File: src/rtl/divide_24.sv
// -----------------------------------------------------------------------------
// divide_24
//   Sequential unsigned mantissa divider. Computes {A, 24'b0} / B by restoring
//   radix-2 division, one quotient bit per clock (48 iterations). Feeds the
//   float-divide normalise/round stage with the quotient, remainder and sticky.
//
// Ports
//   clk                  in   1   system clock, rising edge
//   rst_n                in   1   asynchronous active-low reset
//   A                    in  24   dividend mantissa (unsigned)
//   B                    in  24   divisor mantissa (unsigned)
//   div_24_input_ready   in   1   start request, sampled in IDLE or DONE
//   quotient             out 48   floor({A,24'b0} / B), all ones when B == 0
//   remainder            out 24   {A,24'b0} mod B, zero when B == 0
//   sticky               out  1   |remainder
//   div_by_zero          out  1   last accepted operation had B == 0
//   busy                 out  1   division in progress
//   div_24_output_ready  out  1   one-cycle pulse, results valid
// -----------------------------------------------------------------------------
module divide_24 (
  input  logic        clk,
  input  logic        rst_n,
  input  logic [23:0] A,
  input  logic [23:0] B,
  input  logic        div_24_input_ready,
  output logic [47:0] quotient,
  output logic [23:0] remainder,
  output logic        sticky,
  output logic        div_by_zero,
  output logic        busy,
  output logic        div_24_output_ready
);

  typedef enum logic [1:0] {
    IDLE,
    BUSY,
    DONE
  } state_t;

  state_t      state, state_next;

  // Dividend bits are consumed MSB first; zeros shift in behind A so that
  // iterations 24..47 bring down the 24 appended zero bits.
  logic [23:0] a_sh;
  logic [23:0] b_reg;
  // The partial remainder is always < B after an iteration, so 24 bits hold
  // it; the 25th bit only exists transiently in r_shift/r_next.
  logic [23:0] r;
  logic [47:0] q;
  logic [5:0]  cnt;

  logic        accept;
  logic        last_iter;
  logic [24:0] r_shift;
  logic        q_bit;
  logic [24:0] r_next;
  logic [47:0] q_next;

  assign accept    = (state != BUSY) && div_24_input_ready;
  assign last_iter = (cnt == 6'd47);

  // One restoring-division step.
  always_comb begin
    r_shift = {r, a_sh[23]};
    q_bit   = (r_shift >= {1'b0, b_reg});
    r_next  = q_bit ? (r_shift - {1'b0, b_reg}) : r_shift;
    q_next  = {q[46:0], q_bit};
  end

  // NOTE: state and datapath registers use non-blocking assignments so every
  // flop samples the pre-edge values of its neighbours.
  always_ff @(posedge clk or negedge rst_n) begin
    if (!rst_n) begin
      state <= IDLE;
    end else begin
      state <= state_next;
    end
  end

  // NOTE: defaults are assigned before the case so no path leaves state_next,
  // busy or div_24_output_ready unassigned, which would infer a latch.
  always_comb begin
    state_next          = state;
    busy                = (state == BUSY);
    div_24_output_ready = (state == DONE);
    unique case (state)
      IDLE, DONE: begin
        if (accept) begin
          // A zero divisor skips the iteration loop entirely.
          state_next = (B == 24'd0) ? DONE : BUSY;
        end else if (state == DONE) begin
          state_next = IDLE;
        end
      end
      BUSY: begin
        if (last_iter) begin
          state_next = DONE;
        end
      end
      default: state_next = IDLE;
    endcase
  end

  // NOTE: every datapath register, including the working state, is reset so
  // a mid-operation reset leaves no stale partial result behind.
  always_ff @(posedge clk or negedge rst_n) begin
    if (!rst_n) begin
      a_sh        <= '0;
      b_reg       <= '0;
      r           <= '0;
      q           <= '0;
      cnt         <= '0;
      quotient    <= '0;
      remainder   <= '0;
      sticky      <= 1'b0;
      div_by_zero <= 1'b0;
    end else if (accept) begin
      a_sh  <= A;
      b_reg <= B;
      r     <= '0;
      q     <= '0;
      cnt   <= '0;
      if (B == 24'd0) begin
        quotient    <= '1;
        remainder   <= '0;
        sticky      <= 1'b0;
        div_by_zero <= 1'b1;
      end
    end else if (state == BUSY) begin
      a_sh <= {a_sh[22:0], 1'b0};
      r    <= r_next[23:0];
      q    <= q_next;
      cnt  <= cnt + 6'd1;
      if (last_iter) begin
        quotient    <= q_next;
        remainder   <= r_next[23:0];
        sticky      <= |r_next;
        div_by_zero <= 1'b0;
      end
    end
  end

endmodule

File: config.mk
export PLATFORM = sky130hd
export DESIGN_NAME = divide_24
export DESIGN_NICKNAME = d
export VERILOG_FILES = /design/src/rtl/divide_24.sv
export SDC_FILE = /design/constraint.sdc
export NUM_CORES = 1
export LEC_CHECK = 0
export BUFFER_PORTS_ARGS = -buffer_cell sky130_fd_sc_hd__buf_2
export CAP_MARGIN = 30
export CORE_MARGIN = 2
export CORE_UTILIZATION = 28
export DETAILED_ROUTE_END_ITERATION = 7
export PLACE_DENSITY = 0.42
export SLEW_MARGIN = 0
export SYNTH_ARGS = -nofsm -noshare
export SYNTH_HDL_FRONTEND = slang
export SYNTH_SLANG_ARGS = --single-unit
File: constraint.sdc
create_clock -name clk -period 3.2 [get_ports clk]
set_input_delay 0.32 -clock clk [delete_from_list [all_inputs] [get_ports clk]]
set_output_delay 0.32 -clock clk [all_outputs]
set_load 0.01 [all_outputs]
Word-level counts from Yosys, hierarchy flattened --
Index checks and enable logic that the tools add are counted.
Word-level totals: register bits 201, latch bits 0, memory bits (writable) 0, bits in read-only memories 0, input port bits 51, output and inout port bits 76, logic and storage cells 59, memories kept 0
Cells by class: add/subtract/negate cells 2, $mul 0, div/mod/pow operators 0, order comparisons 1, eq/ne operators 7, shift-type cells 0, multiplexer cells 30, bitwise logic cells 0, reductions and logical operators 9
Operator list (count):
- 24-bit 2-to-1 mux | 8
- 48-bit 2-to-1 mux | 4
- 47-bit 2-to-1 mux | 2
- 25-bit by 24-bit greater-or-equal comparator with 1-bit output | 1
- 25-bit 2-to-1 mux | 1
- 25-bit OR reduction | 1
- 25-bit by 24-bit subtractor with 25-bit output | 1
- 24-bit logical NOT | 1
- 6-bit 2-to-1 mux | 2
- 1-bit 2-to-1 mux | 8
- 2-bit 2-to-1 mux | 4
- 6-bit by 1-bit adder with 6-bit output, second input constant | 1
- 6-bit == test, second input constant | 1
- 2-bit by 1-bit inequality test with 1-bit output, second input constant | 3
- 2-bit case mux with 2 select lines | 1
- 2-bit nonzero test | 2
- 3-bit inequality test, second input constant | 1
- 3-bit AND reduction | 1
- 2-bit by 1-bit == test with 1-bit output, second input constant | 1
- 2-bit == test, second input constant | 1
- 2-bit logical NOT | 1
- 2-bit AND reduction | 1
- 2-bit OR reduction | 1
- 1-bit logical AND | 1

Longest topological paths before layout --
depth in word-level cells 6, mapped depth 14

Worst setup path before layout --
No wires, ideal clock.
path type register to register, from register a_sh[23], to register sticky, setup time 0.134 ns, arrival 2.706 ns, data required time 3.066 ns, setup slack 0.360 ns, cell stages (with the launch flop) 14, buffers on the path 0, clock period less this slack 2.840 ns, cell sequence dfrtp_1 > inv_1 > ha_1 > inv_1 > fa_1 > a211oi_2 > o211ai_2 > a21boi_2 > xnor2_1 > or4b_1 > nor3_2 > a41oi_1 > nor4_1 > a31oi_1
On the way: longest elaborated chain between the ends 6
RTL lines:
- start, declared | line 44 | logic [23:0] a_sh;
- start signal, assigned | line 130 | a_sh <= {a_sh[22:0], 1'b0};
- 25-bit by 24-bit subtractor with 25-bit output / 25-bit by 24-bit greater-or-equal comparator with 1-bit output (equally long branches) | line 66, 65
- 25-bit 2-to-1 mux * | line 66 | r_next = q_bit ? (r_shift - {1'b0, b_reg}) : r_shift;
- 25-bit OR reduction * | line 137 | sticky <= |r_next;
- 1-bit 2-to-1 mux * | line 134 | if (last_iter) begin
- 1-bit 2-to-1 mux * | line 129 | end else if (state == BUSY) begin
- 1-bit 2-to-1 mux * | line 117 | end else if (accept) begin
- end signal, assigned | line 137
- end, declared | line 28 | output logic sticky,
Mark *: on every way between the ends. The rest lies on a longest branch, timed or not. The select of a mux whose other input is x is not followed. A chain may end at the register's enable or synchronous reset.

Final worst setup path --
Same ends and word-level chain as after synthesis.

==> flow_summary.json <==
{
  "status": "complete, no violations",
  "power_density_nw_per_um2": 986,
  "die_area_um2": 36900,
  "final_max_slew_viol_count": 0,
  "p_total_mw": 11.9,
  "postSynthAreaPerCell_um2": 8.94,
  "firstDrtPassIters": 5,
  "largest_reg_flops": 48,
  "ant_nets": 0,
  "hold-worst-slack_ns": 0.0254,
  "cts_inserted_buffers": 26,
  "r2r-start": "a_sh[23]",
  "ys.flop_type": "dfrtp_1",
  "crit_type": "flop to flop",
  "antenna_found_initial": 0,
  "critPathMaxFanout": 2,
  "rsz0062_at_grt": "no",
  "grt_max_degree": 97,
  "synth_top_area_share_pct": 50.8,
  "clockRootBuffer": "clkbuf_16",
  "irDropWorstVdd_mv": 0.502,
  "die_x_um": 192,
  "cts_tree": "yes",
  "start_util_pct": 28.6,
  "ys_ff_latch": 201,
  "area_delta_synth_final_pct": 21.9,
  "die_y_um": 192,
  "syn-num-nets": 1185,
  "drcViolationCount": 0,
  "synthCells": 1108,
  "core_um2": 34700,
  "num_io_pins": 127,
  "min_from": "B[22]",
  "detail_route.iter0.violations": 522,
  "cap_violations": 0,
  "finalCriticalPeriod_ns": 2.99,
  "cp_data_required_time_ns": 3.61,
  "hold_path_class": "input port to flop",
  "synth.largest_area_cell": "dfrtp_1",
  "drt_wl_total_um": 29300,
  "top_register": "quotient",
  "vias": 8143,
  "clk_path_buf_depth": 3,
  "reg2reg_slack_ns": 0.21,
  "synth_area_leaders": "dfrtp_1, nand2_1, o21ai_0",
  "async_flop_share_pct": 100,
  "ys_types": 65,
  "clk_latency_ns": 0.54,
  "finalClockSkew_ns": 0.0271,
  "r2r-end": "sticky",
  "nets": 1312,
  "n_antenna_cell": 0,
  "worst_setup_path_end_kind": "flop",
  "setup_viol": 0,
  "worstPathArrival_ns": 3.40,
  "max_freq_mhz": 334,
  "hold_violations": 0,
  "ys_seq_area_share_pct": 50.8,
  "grt_pass1_vias": 8012,
  "cts.sinks": 201,
  "vias_per_cell": 4.78,
  "global_route.usage.total_pct": 15.9,
  "power.leakage_nw": 5.84,
  "cp-start-kind": "flop",
  "hold-path-endpoint": "b_reg[22]",
  "finalSetupTns_ns": 0,
  "final_cell_mix": "nand2_1, dfrtp_1, buf_2",
  "syn_area_um2": 9910,
  "fin_crit_sh_pct": 93.5,
  "reg_top3": "quotient x48, q x47",
  "clkTransAtPathRegs_ns": 0.06,
  "ys_warn_count": 0,
  "port_buffers": 126,
  "whs_path_depth": 3,
  "worstMarginPinSlew_ns": 0.855,
  "gp_congestion": 0.838,
  "placed_cells": 1655,
  "avgRoutedWirePerCell_um": 17.2,
  "r2r_cells": 13,
  "grt_pass1_wl_um": 46100,
  "overflow": 0,
  "slew_headroom_pct": 43.0,
  "post-dp-hpwl_um": 20200,
  "drive_gt1_share_pct": 19.0,
  "h-tree-depth": 1,
  "fp-row-count": 68,
  "final_common_cell": "nand2_1",
  "fin_cells": 1705,
  "synth_edf_count": 0
}
[worst max-delay path by stage]
stage / endpoint / from / cells after the start / slack, ns
detailed placement: sticky / a_sh[23] / 13 / 0.14
floorplan: sticky / a_sh[23] / 13 / 0.36
finish: sticky / a_sh[23] / 13 / 0.21
CTS: remainder[1] / r[1] / 9 / 0.13
global placement: sticky / a_sh[23] / 13 / 0.15
global route: sticky / a_sh[23] / 13 / 0.0005
[repair_timing]
action,CTS,global route
hold buffers,6,0
endpoints found under the setup margin,0,15
endpoints found under the hold margin,86,0
resized for setup,0,7
setup buffers,0,1
[area by class of cell]
type / instances / area, um^2
clock buffer: 31 / 699
clock inverter: 12 / 110
fill: 3644 / 22600
inverter: 36 / 136
multi-input combinational: 799 / 4480
sequential: 201 / 5030
tap: 455 / 569
timing repair buffer: 171 / 1050
[routing by layer]
metal  global-route usage [%]  wire (um)  vias up
met4                     3.20        390        0
li1                         -          -     4057
met1                     22.6      14300     3910
met2                     25.3      13400      145
met3                     2.63       1220       31
met5                        0          0        -
[critical path, stage by stage, from the launching register on]
cell	delay, ns
dfrtp_1	0.37
inv_1	0.06
ha_1	0.16
inv_1	0.06
fa_2	0.37
a211oi_4	0.25
o211ai_2	0.12
a21boi_2	0.15
xnor2_1	0.11
or4b_1	0.54
nor3_2	0.16
a41oi_2	0.14
nor4_2	0.29
a31oi_1	0.10
[cells in the mapped netlist (all sizes together), types with 2 or more instances]
cell type / instances
o21a: 2
and3: 6
mux2i: 45
a31o: 3
ha: 25
a21boi: 3
and2: 8
nor4: 14
a41oi: 2
nor3: 7
a21oi: 30
buf: 15
or3: 2
inv: 36
a31oi: 6
o22ai: 22
nand4: 5
nor2b: 2
nand2b: 2
o31ai: 3
and4: 2
a21o: 10
nor2: 68
o21ai: 144
o21bai: 3
nand3: 85
a211oi: 3
nor3b: 4
nand2: 252
xor2: 10
clkbuf: 57
xnor2: 10
mux2: 2
o211ai: 7
dfrtp: 201
[stage by stage]
| stage | util [%] | cell area (um^2) | setup slack [ns] |
|---|---|---|---|
| 2_1_floorplan | - | 9910 | 0.360 |
| 4_1_cts | 34.7 | 12000 | 0.129 |
| 3_5_place_dp | 32.2 | 11200 | 0.139 |
| 5_1_grt | 34.8 | 12100 | 0.000505 |
| 3_3_place_gp | 32.0 | 11100 | 0.152 |
| 6_report | 34.8 | 12100 | 0.207 |
[power breakdown]
| group | switching, mW | internal [mW] | total [mW] |
|---|---|---|---|
| Clock | 1.15 | 1.63 | 2.78 |
| Sequential | 0.799 | 3.50 | 4.29 |
| Combinational | 2.85 | 1.98 | 4.83 |
| Total | 4.80 | 7.11 | 11.9 |
[cells by family after synthesis]
family                     synth area share (%)
AOI/OAI and AO/OA                          14.5
buffers and inverters                      4.70
DFF                                        50.8
adders and majority gates                  3.36
and+or+nand+nor                            20.2
xor gates and xnor gates                   1.77
muxes                                      4.77
Power figures use the tool's default switching activity.
